`config.mk`:
```
export PLATFORM = sky130hd
export DESIGN_NAME = uart_rx_ctrl
export DESIGN_NICKNAME = d
export VERILOG_FILES = /design/src/rtl/uart_rx_ctrl.sv
export SDC_FILE = /design/constraint.sdc
export NUM_CORES = 1
export LEC_CHECK = 0
export CORE_UTILIZATION = 48
export DETAILED_ROUTE_END_ITERATION = 8
export PLACE_DENSITY = 0.84
export SETUP_SLACK_MARGIN = 0.1
export SYNTH_ARGS = -nofsm -noshare
export SYNTH_HDL_FRONTEND = slang
export SYNTH_SLANG_ARGS = --single-unit
```
`constraint.sdc`:
```
create_clock -name clk_i -period 5.98 [get_ports clk_i]
set_input_delay 0.897 -clock clk_i [delete_from_list [all_inputs] [get_ports clk_i]]
set_output_delay 0.897 -clock clk_i [all_outputs]
set_load 0.005 [all_outputs]
```
`src/rtl/uart_rx_ctrl.sv`:
```
// UART receive-side sequencer: frame state machine, stop-bit check, per-frame status
// and saturating good/error frame counters.
module uart_rx_ctrl #(
  parameter int unsigned CNT_W = 16
) (
  input  logic             clk_i,
  input  logic             rst_i,
  input  logic             trigger_i,
  input  logic             rx_i,
  input  logic             rx_en_i,
  input  logic             parity_en_i,
  input  logic             crc_en_i,
  input  logic [4:0]       bit_cnt_i,
  input  logic             parity_ok_i,
  input  logic             crc_ok_i,
  input  logic             stat_clr_i,
  output logic             is_rx_idle_o,
  output logic             is_rx_data_o,
  output logic             is_rx_pairity_o,
  output logic             is_rx_crc_o,
  output logic             is_rx_stop_o,
  output logic             is_rx_break_o,
  output logic             changed_rx_state_o,
  output logic             crc_en_o,
  output logic             rx_done_o,
  output logic             frame_err_o,
  output logic             parity_err_o,
  output logic             crc_err_o,
  output logic [CNT_W-1:0] good_cnt_o,
  output logic [CNT_W-1:0] err_cnt_o
);

  typedef enum logic [2:0] {
    StIdle,
    StData,
    StParity,
    StCrc,
    StStop,
    StBreak
  } state_e;

  localparam logic [CNT_W-1:0] CntMax = '1;
  localparam logic [CNT_W-1:0] CntOne = CNT_W'(1);

  state_e           state_q, state_d;
  logic             par_q, crc_q;
  logic             rx_done_q;
  logic             frame_err_q, parity_err_q, crc_err_q;
  logic [CNT_W-1:0] good_cnt_q, err_cnt_q;
  logic             stop_done;
  logic             frame_good;

  always_comb begin
    state_d = state_q;
    if (trigger_i) begin
      unique case (state_q)
        StIdle:   if (!rx_i && rx_en_i) state_d = StData;
        StData: begin
          if (bit_cnt_i == 5'd7) begin
            if (par_q)      state_d = StParity;
            else if (crc_q) state_d = StCrc;
            else            state_d = StStop;
          end
        end
        StParity: state_d = crc_q ? StCrc : StStop;
        StCrc:    if (bit_cnt_i == 5'd7) state_d = StStop;
        StStop:   state_d = rx_i ? StIdle : StBreak;
        StBreak:  if (rx_i) state_d = StIdle;
        default:  state_d = StIdle;
      endcase
    end
  end

  // Reset overrides any pending transition, so no strobe is issued to the data path.
  assign changed_rx_state_o = ~rst_i & (state_d != state_q);
  assign stop_done          = trigger_i & (state_q == StStop);
  assign frame_good         = ~(frame_err_q | parity_err_q | crc_err_q);

  always_ff @(posedge clk_i) begin
    if (rst_i) begin
      state_q      <= StIdle;
      par_q        <= 1'b0;
      crc_q        <= 1'b0;
      rx_done_q    <= 1'b0;
      frame_err_q  <= 1'b0;
      parity_err_q <= 1'b0;
      crc_err_q    <= 1'b0;
      good_cnt_q   <= '0;
      err_cnt_q    <= '0;
    end else begin
      state_q   <= state_d;
      rx_done_q <= stop_done;
      if (state_q == StIdle && state_d == StData) begin
        par_q <= parity_en_i;
        crc_q <= crc_en_i;
      end
      if (stop_done) begin
        frame_err_q  <= ~rx_i;
        parity_err_q <= par_q & ~parity_ok_i;
        crc_err_q    <= crc_q & ~crc_ok_i;
      end
      // Counting happens at the end of the rx_done cycle, using the flags just registered.
      if (stat_clr_i) begin
        good_cnt_q <= '0;
        err_cnt_q  <= '0;
      end else if (rx_done_q) begin
        if (frame_good) begin
          if (good_cnt_q != CntMax) good_cnt_q <= good_cnt_q + CntOne;
        end else begin
          if (err_cnt_q != CntMax) err_cnt_q <= err_cnt_q + CntOne;
        end
      end
    end
  end

  assign is_rx_idle_o    = (state_q == StIdle);
  assign is_rx_data_o    = (state_q == StData);
  assign is_rx_pairity_o = (state_q == StParity);
  assign is_rx_crc_o     = (state_q == StCrc);
  assign is_rx_stop_o    = (state_q == StStop);
  assign is_rx_break_o   = (state_q == StBreak);

  assign crc_en_o     = crc_q;
  assign rx_done_o    = rx_done_q;
  assign frame_err_o  = frame_err_q;
  assign parity_err_o = parity_err_q;
  assign crc_err_o    = crc_err_q;
  assign good_cnt_o   = good_cnt_q;
  assign err_cnt_o    = err_cnt_q;

endmodule

```
==> summary by stage <==
Place
The number of port buffers is 58. The congestion estimate from routability-driven global placement came to 0.879. Detailed placement ended at an HPWL of 4140 um. In this run the cell area measured after placement is 2950 sq um.

Routing
For this block, the via count after detailed routing is 2470. The count of nets left with antenna violations once routing finished came out at 0. The initial DRC count is 137. The total iterations of the first detailed-routing run is 4. The detailed router put a total of 2780 um of wire on met1.

The detailed router used layers up to and including met4. The met2 wire length is 2810 um. The average via count per standard cell is 6.07. The average wire per standard cell is 14.4 um. Detailed routing placed a total of 234 um of wire on met3.

For this run, design rule violations remaining after detail routing come to 0. The final layout contains routed wiring with a total length of 5880 um.

Worst setup path
The critical path goes through clkdlybuf4s50_1 > nor2b_1 > nand2_1 > a311oi_1 > o311a_1 > clkdlybuf4s50_1. The setup slack of the most critical reg-to-reg path is 3.74 ns. The setup path with the least slack is of type input port to primary output.

For the worst setup path, the data arrival time is 2.78 ns. Among cell families on the critical path, the largest total delay comes from buffers and inverters. The depth of the worst register-to-register path is 4. Along the worst path, the maximum fanout reaches 6. The cell that appears most often on the critical path is sky130_fd_sc_hd__clkdlybuf4s50_1.

The worst register-to-register path ends at good_cnt_o[8]. The sort of element at the end of the critical path is a primary output. The buffers plus inverters on the worst setup path is 2. The delay of the slowest cell on the worst path is 0.49 ns.

Among all stages on the critical path, the largest delay is contributed by sky130_fd_sc_hd__clkdlybuf4s50_1. The worst setup path is launched from an input port. Data on the critical path is required at its endpoint by 5.08 ns. The startpoint identified for the worst register-to-register timing path is crc_err_o.

Timing
Of the available clock period, the critical path in the final layout requires 61.5%. Setup violations remaining at the end of the flow were counted as 0. For the final database, setup skew stands at 0.00625 ns. The number of slew-limit violations in the final report is 0. Summed over all failing endpoints, the final setup total negative slack is 0 ns. Timing would allow up to 272 MHz. The count of final hold-check violations is 0. The transition time of the tightest slew-check pin is 0.793 ns.

After layout, the minimum clock period comes to 3.68 ns. Setup repair after global routing left no endpoint under its margin. Measured against its own limit, the worst slew margin works out to 46.9%.

Synthesis
The number of distinct library cells after synthesis is 48. The dominant synthesized flop cell is sky130_fd_sc_hd__dfxtp_1. The instance count of the mapped netlist is 289.

In this run the cell area of the synthesized design comes to 2350 sq um. For this run, the number of Yosys warnings is 0. The post-synthesis async set-or-reset flop share is 0%. For this run, the register share of the synthesized area comes to 35.0%. The net count after synthesis is 306. The post-synthesis average cell area is 8.12 sq um. Counting flops and latches in the post-synthesis netlist gives 41.

The number of enable flip-flop cells after synthesis is 0.

Job
The tool flagged a number of max-cap violations equal to 0.

Clock network
The sink count of the clock tree is 41. The buffers inserted during post-CTS setup optimization is 0. The tree is rooted in a sky130_fd_sc_hd__clkbuf_8. TritonCTS built the clock tree.

The H-tree depth is 2. The number of buffers on the longest clock path is 2. Counting the buffers created by CTS gives 5. The post-cts gate resize count is 0.

The clock transition at the registers of the reported paths is 0.08 ns. The later-pin clock latency in the skew report is 0.29 ns. The number of hold buffers added after CTS was 0.

Global routing
The total overflow reported by the global router is 0. The first global-routing pass estimated 9920 um of wire. The largest net degree at the start of global routing is 26. The via count of the first global-routing pass is 2168. Global routing used 23.9% of the available tracks.

The initial antenna violation count is 0.

Floorplan
The core region is 4720 sq um. For this configuration, the core starts out at a cell density of 49.7%. The floorplan step defined a die boundary enclosing 5170 sq um.

The number of ports placed on the die boundary is 59. The number of placement rows is 25. The width of the chip is 71.9 um. The die is 71.9 um tall.

Hold path
The number of cells on the worst hold path is 2. The worst min-delay path category is register to register. The worst hold path begins at good_cnt_o[13].

The path with the worst hold slack has its endpoint at good_cnt_o[13].

Power and ir drop
Power spread over the standard cell area amounts to 164 nW/um^2. Across the VDD grid, the largest voltage drop is 0.0971 mV. The post-layout total power is 498 uW. The standby leakage power is 0.916 nW.

Layout
The layout net count is 356. 0 antenna diodes ended up in the layout. Summing all flip-flop and latch instances after layout gives 821 sq um. The share of final-layout standard cells stronger than drive strength 1 is 3.82%.

Once layout is done, the placed cells without fillers occupy 3040 sq um. In the final layout, the multi-input gates occupy 1430 sq um. The count of filler cells inserted in the layout is 402. The area growth from synthesis to layout is 29.5%.

Run status
The run finished with clean final reports.
==> cell usage in the layout (no fill, tap or decap), types with 3 or more instances in the layout <==
cell and count:
sky130_fd_sc_hd__a211oi_1 4, sky130_fd_sc_hd__a21oi_1 29, sky130_fd_sc_hd__and2_1 4, sky130_fd_sc_hd__and3_1 5, sky130_fd_sc_hd__and4_1 7, sky130_fd_sc_hd__clkbuf_8 5, sky130_fd_sc_hd__clkdlybuf4s50_1 58, sky130_fd_sc_hd__dfxtp_1 41
sky130_fd_sc_hd__inv_1 8, sky130_fd_sc_hd__mux2i_1 6, sky130_fd_sc_hd__nand2_1 25, sky130_fd_sc_hd__nand2b_1 4, sky130_fd_sc_hd__nand3_1 11, sky130_fd_sc_hd__nand4_1 8, sky130_fd_sc_hd__nor2_1 11, sky130_fd_sc_hd__nor2b_1 6
sky130_fd_sc_hd__nor3_1 6, sky130_fd_sc_hd__nor3b_1 4, sky130_fd_sc_hd__o21a_1 3, sky130_fd_sc_hd__o21ai_0 11, sky130_fd_sc_hd__o311ai_0 3, sky130_fd_sc_hd__o31ai_1 15, sky130_fd_sc_hd__o41ai_1 4, sky130_fd_sc_hd__or3_1 12
sky130_fd_sc_hd__or4_1 14
==> power breakdown <==
part	internal, mW	total [mW]	leakage (nW)	switching (mW)
clock	0.0805	0.177	0.0439	0.0967
sequential	0.275	0.280	0.331	0.00532
combinational	0.0211	0.0403	0.541	0.0192
total	0.376	0.498	0.916	0.121
==> worst max path at each step <==
| stage | start | endpoint | slack, ns | cells after the start |
|---|---|---|---|---|
| 2_1_floorplan | bit_cnt_i[2] | changed_rx_state_o | 3.38 | 4 |
| 3_3_place_gp | bit_cnt_i[2] | changed_rx_state_o | 2.37 | 6 |
| 3_5_place_dp | bit_cnt_i[2] | changed_rx_state_o | 2.34 | 6 |
| 4_1_cts | bit_cnt_i[2] | changed_rx_state_o | 2.32 | 6 |
| 5_1_grt | bit_cnt_i[2] | changed_rx_state_o | 2.22 | 6 |
| 6_report | bit_cnt_i[2] | changed_rx_state_o | 2.30 | 6 |
==> metrics by stage <==
stage          worst slack [ns]  utilization, %  hold slack (ns)  std cells
5_1_grt                    2.22            64.3            0.531        407
3_5_place_dp               2.34            62.4            0.504        398
6_report                   2.30            64.3            0.521        407
2_1_floorplan              3.38               -            0.468        289
3_3_place_gp               2.37            62.4            0.482        398
4_1_cts                    2.32            64.2            0.515        406
==> Yosys cell counts, types with 6 or more instances <==
cell	count	area share (%)
sky130_fd_sc_hd__nor2b_1	6	1.6
sky130_fd_sc_hd__o31ai_1	15	4.8
sky130_fd_sc_hd__o21ai_0	11	2.3
sky130_fd_sc_hd__inv_1	8	1.3
sky130_fd_sc_hd__nor3_1	6	1.3
sky130_fd_sc_hd__clkbuf_1	13	2.1
sky130_fd_sc_hd__nand4_1	8	2.1
sky130_fd_sc_hd__nand2_1	25	4.0
sky130_fd_sc_hd__nor2_1	11	1.8
sky130_fd_sc_hd__and4_1	7	2.6
sky130_fd_sc_hd__nand3_1	11	2.3
sky130_fd_sc_hd__or4_1	14	4.5
sky130_fd_sc_hd__a21oi_1	29	6.2
sky130_fd_sc_hd__mux2i_1	6	2.6
sky130_fd_sc_hd__or3_1	12	3.2
sky130_fd_sc_hd__dfxtp_1	41	35
==> kinds of logic (layout without fill, tap and decap cells) <==
family / after synthesis / after routing / synth area share [%]
compound gates: 87 / 87 / 24.7
simple gates: 129 / 129 / 32.7
mux: 6 / 6 / 2.56
flops: 41 / 41 / 35.0
buf+inv: 24 / 75 / 3.95
fa+ha+maj: 2 / 2 / 1.07
==> worst register-to-register path: stages (launching register included) <==
cell and delay (ns):
sky130_fd_sc_hd__dfxtp_1 0.35, sky130_fd_sc_hd__or4b_4 0.63, sky130_fd_sc_hd__or3_1 0.52, sky130_fd_sc_hd__or4_1 0.51, sky130_fd_sc_hd__a21oi_1 0.15
==> flip-flops by register name, summed over array words and instances (netlist names) <==
register      flops
crc_en_o          1
crc_err_o         1
err_cnt_o        16
frame_err_o       1
good_cnt_o       16
par_q             1
parity_err_o      1
rx_done_o         1
state_q           3
==> layer usage <==
| metal | up-vias | track usage, % |
|---|---|---|
| li1 | 1230 | - |
| met1 | 1164 | 32.4 |
| met2 | 69 | 37.9 |
| met3 | 7 | 4.58 |
| met4 | 0 | 8.71 |
| met5 | - | 0 |
==> layout make-up <==
type / instances / share of cell area [%]
clock inverter: 3 / 0.576
timing repair buffer: 59 / 19.3
multi-input combinational: 224 / 47.1
clock buffer: 5 / 2.26
sequential: 41 / 27.0
tap: 67 / 2.76
inverter: 8 / 0.988
No activity file was read; power rests on OpenSTA's default activity.
